==> src/rtl/uart_tx_core.sv <==
// uart_tx_core
// 8N1 UART serializer. A byte presented on tx_data is accepted when send_en
// is high while idle, then shifted out on txd as start bit, eight data bits
// (LSB first) and a stop bit. Each bit slot lasts N clocks, where N is picked
// from a fixed divisor table by baud_set at acceptance. Used as the host
// serial-link emulator feeding the OFDM modulator's serial input.
//
// Ports:
//   clk       system clock (50 MHz), rising edge
//   reset     synchronous, active-high reset
//   baud_set  baud select: 0..4 -> 115200/57600/38400/19200/9600, 5..7 -> 115200
//   send_en   level request; a frame starts when high while idle
//   tx_data   byte to send, sampled only at frame acceptance
//   txd       registered serial output, idle high
//   tx_done   registered one-clock pulse in the idle clock after each frame

module uart_tx_core #(
  parameter int CLK_HZ     = 50_000_000,
  parameter int DIV_115200 = 434,
  parameter int DIV_57600  = 868,
  parameter int DIV_38400  = 1302,
  parameter int DIV_19200  = 2604,
  parameter int DIV_9600   = 5208
) (
  input  logic       clk,
  input  logic       reset,
  input  logic [2:0] baud_set,
  input  logic       send_en,
  input  logic [7:0] tx_data,
  output logic       txd,
  output logic       tx_done
);

  // The divisor table is written for a 50 MHz clock; CLK_HZ only documents that.
  if (CLK_HZ < 1) begin : g_clk_check
    $error("uart_tx_core: CLK_HZ must be positive");
  end

  localparam logic [0:0] IDLE = 1'b0;
  localparam logic [0:0] SEND = 1'b1;

  logic [0:0]  state;
  logic [12:0] div_sel;
  logic [12:0] div_lat;
  logic [12:0] div_cnt;
  logic [3:0]  bit_idx;
  logic [7:0]  shreg;

  always_comb begin
    div_sel = 13'(DIV_115200);
    case (baud_set)
      3'd1:    div_sel = 13'(DIV_57600);
      3'd2:    div_sel = 13'(DIV_38400);
      3'd3:    div_sel = 13'(DIV_19200);
      3'd4:    div_sel = 13'(DIV_9600);
      default: div_sel = 13'(DIV_115200);
    endcase
  end

  always_ff @(posedge clk) begin
    if (reset) begin
      state   <= IDLE;
      txd     <= 1'b1;
      tx_done <= 1'b0;
      div_lat <= '0;
      div_cnt <= '0;
      bit_idx <= '0;
      shreg   <= '0;
    end else begin
      tx_done <= 1'b0;
      case (state)
        IDLE: begin
          txd <= 1'b1;
          if (send_en) begin
            // Start bit goes out on the acceptance edge itself.
            state   <= SEND;
            shreg   <= tx_data;
            div_lat <= div_sel;
            div_cnt <= '0;
            bit_idx <= '0;
            txd     <= 1'b0;
          end
        end
        SEND: begin
          if (div_cnt == div_lat - 13'd1) begin
            div_cnt <= '0;
            if (bit_idx == 4'd9) begin
              // Stop bit finished; the following idle clock carries tx_done
              // and may already accept the next frame.
              state   <= IDLE;
              tx_done <= 1'b1;
              bit_idx <= '0;
            end else begin
              bit_idx <= bit_idx + 4'd1;
              if (bit_idx == 4'd8) begin
                txd <= 1'b1;
              end else begin
                txd   <= shreg[0];
                shreg <= {1'b0, shreg[7:1]};
              end
            end
          end else begin
            div_cnt <= div_cnt + 13'd1;
          end
        end
        default: state <= IDLE;
      endcase
    end
  end

endmodule

==> config.mk <==
export PLATFORM = sky130hd
export DESIGN_NAME = uart_tx_core
export DESIGN_NICKNAME = d
export VERILOG_FILES = /design/src/rtl/uart_tx_core.sv
export SDC_FILE = /design/constraint.sdc
export NUM_CORES = 1
export LEC_CHECK = 0
export CORE_MARGIN = 2
export CORE_UTILIZATION = 35
export CTS_CLUSTER_DIAMETER = 50
export CTS_CLUSTER_SIZE = 28
export DETAILED_ROUTE_END_ITERATION = 12
export GPL_ROUTABILITY_DRIVEN = 0
export GPL_TIMING_DRIVEN = 0
export SYNTH_ARGS = -nofsm -noshare
export SYNTH_HDL_FRONTEND = slang
export SYNTH_SLANG_ARGS = --single-unit
export TNS_END_PERCENT = 20
==> constraint.sdc <==
create_clock -name clk -period 3.05 [get_ports clk]
set_clock_uncertainty 0.15 [all_clocks]
set_input_delay 0.915 -clock clk [delete_from_list [all_inputs] [get_ports clk]]
set_output_delay 0.915 -clock clk [all_outputs]
set_load 0.01 [all_outputs]
==> metrics <==
Finished Cell Area 2850 um^2; #FFs+latches synth 40; Crit path top cell by count or4_1; Layout fillers 681; EDFF count, synth 0; Top Layer Used met4; Die X 87.0 um; Vias 2271; 1st-iter DRT viols 171; # H-tree levels 2; wire per inst 14.7 um; Setup-failing EPs final 0; Syn Inst Count 308; status complete, no violations; Post-CTS Hold Buffers 0; Sink Count 40; CTS tree yes; Mean Syn Cell Area 7.83 um^2; crit share post-route 97.9%; Worst path max stage delay 0.49 ns; worst-path cell chain inv_1, ha_1, nor2b_2, a21o_1, and2_1, or4_1, or4_1, buf_6, or4_1, nand3_1; Syn Nets 324; area post-placement 2650 um^2; actual slew at the worst max-slew pin 0.729 ns; slew margin rel. 51.4%; Post-DRT Antenna Nets 0; Cell variety after synth 50; Worst Setup End Kind flop; Pleak 0.986 nW; hold path depth 2; area fraction of the dominant cell type after synthesis 33.2%; fin util 42.4%; FF-to-FF path depth 10; wl on met1 3030 um; MaxCap Viol Count 0; final hold viol count 0; FMAX 335 MHz; GRT overflow 0; row count 30; share of cells above drive strength 1 10.5%; Slowest cell on crit path or4_1; fin nets 349; RSZ-0062 raised after global routing yes; CTS Root Buffer Type clkbuf_8; metal2 WL 2790 um; Power per Cell Area 406 nW/um^2; WP data required 3.14 ns; Peak VDD IR 0.000215 V; Seq/Total Area, Yosys 33.2%; Layout area overhead 18.1%; largest net degree at the start of global routing 13; Synth Cell Area 2410 um^2; Worst Setup Start Kind flop; Skew-Pair Late Insertion Delay 0.29 ns; Port Buffers 14; DR vias/cell 5.50; chip height 87.0 um; First-pass DRT Iterations 4; number of global-route vias before repair 2107; Core Footprint 6720 um^2; critical path fanouts, max 5; Reg clk slew, reported paths 0.08 ns; total global-route track usage 16.9%; area of the multi-input gates 1580 um^2; drt total wl 6080 um; area leader, netlist dfxtp_1; Met3 Routed Length 198 um; first-pass GRT wire length 10200 um; hold crit path type flop to flop; Tmin final 2.99 ns; Top FF cell, synth dfxtp_1; post-DP HPWL 4390 um; Starting Density 35.9%; IO Pins 16; Final Max Tran Viols 0; diode count 0; register area 806 um^2; total CTS buffers 5; clock buffer depth 2; Worst Path Arrival 3.07 ns; die area 7570 um^2; FFs w/ async S/R, synth 0%; antenna violations before repair 0; Synth Warn # 0; Setup CP Type flop to flop; DR DRC count 0; most area-consuming cells after synthesis dfxtp_1 33%, mux2i_1 4.6%, nand2_1 4.5%
final timing paths:
path | from | endpoint | slack (ns)
max | div_lat[1]$_SDFFE_PP0P_ | bit_idx[2]$_SDFFE_PP0P_ | 0.06
min | shreg[7]$_SDFFE_PP0P_ | shreg[7]$_SDFFE_PP0P_ | 0.34
max reg2reg | div_lat[1]$_SDFFE_PP0P_ | bit_idx[2]$_SDFFE_PP0P_ | 0.06
min reg2reg | shreg[7]$_SDFFE_PP0P_ | shreg[7]$_SDFFE_PP0P_ | 0.34
per-stage QoR:
step           setup slack, ns  hold WS [ns]  total power, W  setup TNS, ns  instances
2_1_floorplan           0.0992         0.311        0.000732              0        308
3_5_place_dp            -0.414         0.330        0.000794          -6.95        402
3_3_place_gp            -0.399         0.327        0.000791          -5.90        402
6_report                0.0647         0.343         0.00116              0        413
4_1_cts               -0.00495         0.343         0.00115       -0.00495        409
5_1_grt                -0.0614         0.371         0.00121        -0.0881        413
logic make-up (layout without fill, tap and decap cells):
logic type / count (synthesis) / in the layout / synth area share [%]
flip-flops: 40 / 40 / 33.2
AND/OR/NAND/NOR: 149 / 149 / 34.4
adder cells (fa/ha/maj): 2 / 2 / 1.04
multiplexers: 11 / 11 / 4.56
buffers and inverters: 25 / 50 / 4.31
XOR/XNOR: 18 / 18 / 6.54
AO/OA/AOI/OAI: 63 / 63 / 16.0
cell usage in the layout, fill, tap and decap left out, types with 7 or more instances in the layout:
master	count
dfxtp_1	38
nand2_1	29
nor2_1	27
nor3_1	19
o21ai_0	19
a21oi_1	18
clkdlybuf4s50_1	14
clkbuf_1	12
xnor2_1	11
mux2i_1	11
nand3_1	11
nor3b_1	9
a21o_1	8
inv_1	7
nand2b_1	7
xor2_1	7
cell usage after synthesis (8+ instances only):
master     n
nor3_1    20
mux2i_1   11
nor3b_1    9
a21o_1     8
a21oi_1   18
o21ai_0   19
nand3_1   11
xnor2_1   11
dfxtp_1   40
nor2_1    27
nand2_1   29
clkbuf_1  13
flip-flops by register name, indices dropped and copies added (netlist names):
name / count
state: 1
div_cnt: 13
bit_idx: 4
tx_done: 1
txd: 1
shreg: 8
div_lat: 12
report_power, final:
part           internal [W]  switching, W  leakage (nW)  total (W)
clock network      0.000155      0.000194        0.0400   0.000350
logic              0.000108      0.000134         0.618   0.000242
registers          0.000543     0.0000227         0.328   0.000565
critical path, delay by kind of cell (launching register included):
| family | cells | cell delay [ns] |
|---|---|---|
| flops | 1 | 0.40 |
| buf+inv | 2 | 0.20 |
| fa+ha+maj | 1 | 0.22 |
| simple gates | 6 | 1.77 |
| compound gates | 1 | 0.18 |
cell type report:
cell class                 instances  share of cell area [%]
sequential                        40                    28.3
clock inverter                     2                   0.439
buffer                            18                    3.07
clock buffer                       5                    2.42
tap                               80                    3.51
timing repair buffer              18                    5.97
multi-input combinational        243                    55.4
inverter                           7                   0.922
repair_timing:
action,in CTS,in global routing
setup buffers,0,4
setup endpoints to repair,22,22
pin swaps,1,7
gates resized for setup,11,8
routing by layer:
| metal | up-vias | global-route usage (%) |
|---|---|---|
| li1 | 1154 | - |
| met1 | 1073 | 23.8 |
| met2 | 40 | 27.0 |
| met3 | 4 | 2.75 |
| met4 | 0 | 4.26 |
| met5 | - | 0 |
(Power assumes the default switching activity.)
==> RTL edit (same settings) <==
Register the inputs `baud_set`, `send_en` and `tx_data` before use, without a reset. The logic sees them one clock later.
--- a/src/rtl/uart_tx_core.sv
+++ b/src/rtl/uart_tx_core.sv
@@ -33,2 +33,12 @@
 
+  logic [2:0] baud_set_q;
+  logic send_en_q;
+  logic [7:0] tx_data_q;
+
+  always_ff @(posedge clk) begin
+    baud_set_q <= baud_set;
+    send_en_q  <= send_en;
+    tx_data_q  <= tx_data;
+  end
+
   // The divisor table is written for a 50 MHz clock; CLK_HZ only documents that.
@@ -50,3 +60,3 @@
     div_sel = 13'(DIV_115200);
-    case (baud_set)
+    case (baud_set_q)
       3'd1:    div_sel = 13'(DIV_57600);
@@ -73,6 +83,6 @@
           txd <= 1'b1;
-          if (send_en) begin
+          if (send_en_q) begin
             // Start bit goes out on the acceptance edge itself.
             state   <= SEND;
-            shreg   <= tx_data;
+            shreg   <= tx_data_q;
             div_lat <= div_sel;
Behaviour: not the same (a bounded check fails within 4 cycles, from zero or initial values and one cycle with reset high).
==> RTL edit against the original RTL <==
- total power rose by 17%
- wire length fell by 6.7%
- utilization fell by 0.83 points
- global-route usage fell by 2.9 points
- first-iteration DRC count fell by 47%
- final cell count rose by 2.7%
- synthesized cell count fell by 1.6%
- area after synthesis rose by 7.4%
- design area rose by 5.3%
- hold slack improved by 0.012 ns
- sequential cell count rose by 12
- setup slack improved by 0.068 ns
- largest power group unchanged
==> RTL edit: results (changes against the original RTL) <==
[route]
route.met3.wl_um=199  ; +0.51%
routed-via-count=2205  ; -2.9%
wl_met1_mm=2.90  ; -4.2%
wire_per_inst_um=13.4  ; -9.1%

[cts]
clock_latency_ns=0.31  ; +0.02 ns
postCtsResizedCells=3  ; -8
cts.clk_slew.worst_paths_ns=0.10  ; +0.02 ns

[layout]
reg.largest.list=div_cnt (13), div_lat (12)
final_nets=340  ; -2.6%
multi_input_area_share_pct=48.8  ; -6.6 points
n_fill_cell=730  ; +7.2%
seq_share_pct=34.7  ; +6.4 points
buffers=35  ; -2.8%
layout.nonclk_buf_share_pct=8.51  ; -0.54 points

[synthesis]
yosys-top-cells-area=dfxtp_1, xnor2_1, a211oi_1
netlist_instances=303  ; -1.6%

[worst_setup_path]
cpMaxStageDelayCell=or4b_2
crit_path_max_incr_delay_ns=0.61  ; +0.12 ns
crit_arrival_ns=2.98  ; -0.09 ns
cp_max_fo=7  ; +2

[power_and_ir_drop]
leakagePower_nw=1.01  ; +2.7%
p_comb_mw=0.209  ; -14%
switching_share_pct=28.0  ; -2.4 points
ir_worst_vdd_mv=0.327  ; +52%

[global_routing]
met3_usage_pct=3.27  ; +0.52 points
grt_pass1_vias=1927  ; -8.5%
met2_usage_pct=19.5  ; -7.4 points

[run_status]
status=complete, no violations

[RTL edit: worst min-delay path by stage]
stage	startpoint	to	slack, ns	cells past startpoint
floorplan	bit_idx[3]$_SDFFE_PP0P_	bit_idx[3]$_SDFFE_PP0P_	0.32	1
global placement	bit_idx[3]$_SDFFE_PP0P_	bit_idx[3]$_SDFFE_PP0P_	0.34	1
detailed placement	bit_idx[3]$_SDFFE_PP0P_	bit_idx[3]$_SDFFE_PP0P_	0.34	1
CTS	bit_idx[3]$_SDFFE_PP0P_	bit_idx[3]$_SDFFE_PP0P_	0.35	1
global route	bit_idx[3]$_SDFFE_PP0P_	bit_idx[3]$_SDFFE_PP0P_	0.37	1
finish	bit_idx[3]$_SDFFE_PP0P_	bit_idx[3]$_SDFFE_PP0P_	0.35	1
[RTL edit: logic make-up after synthesis]
family | synth area share (%)
AOI/OAI and AO/OA | 21.4
buffers and inverters | 5.17
DFF | 40.2
adders and majority gates | 0.966
and+or+nand+nor | 24.0
muxes | 1.16
xor gates and xnor gates | 7.10
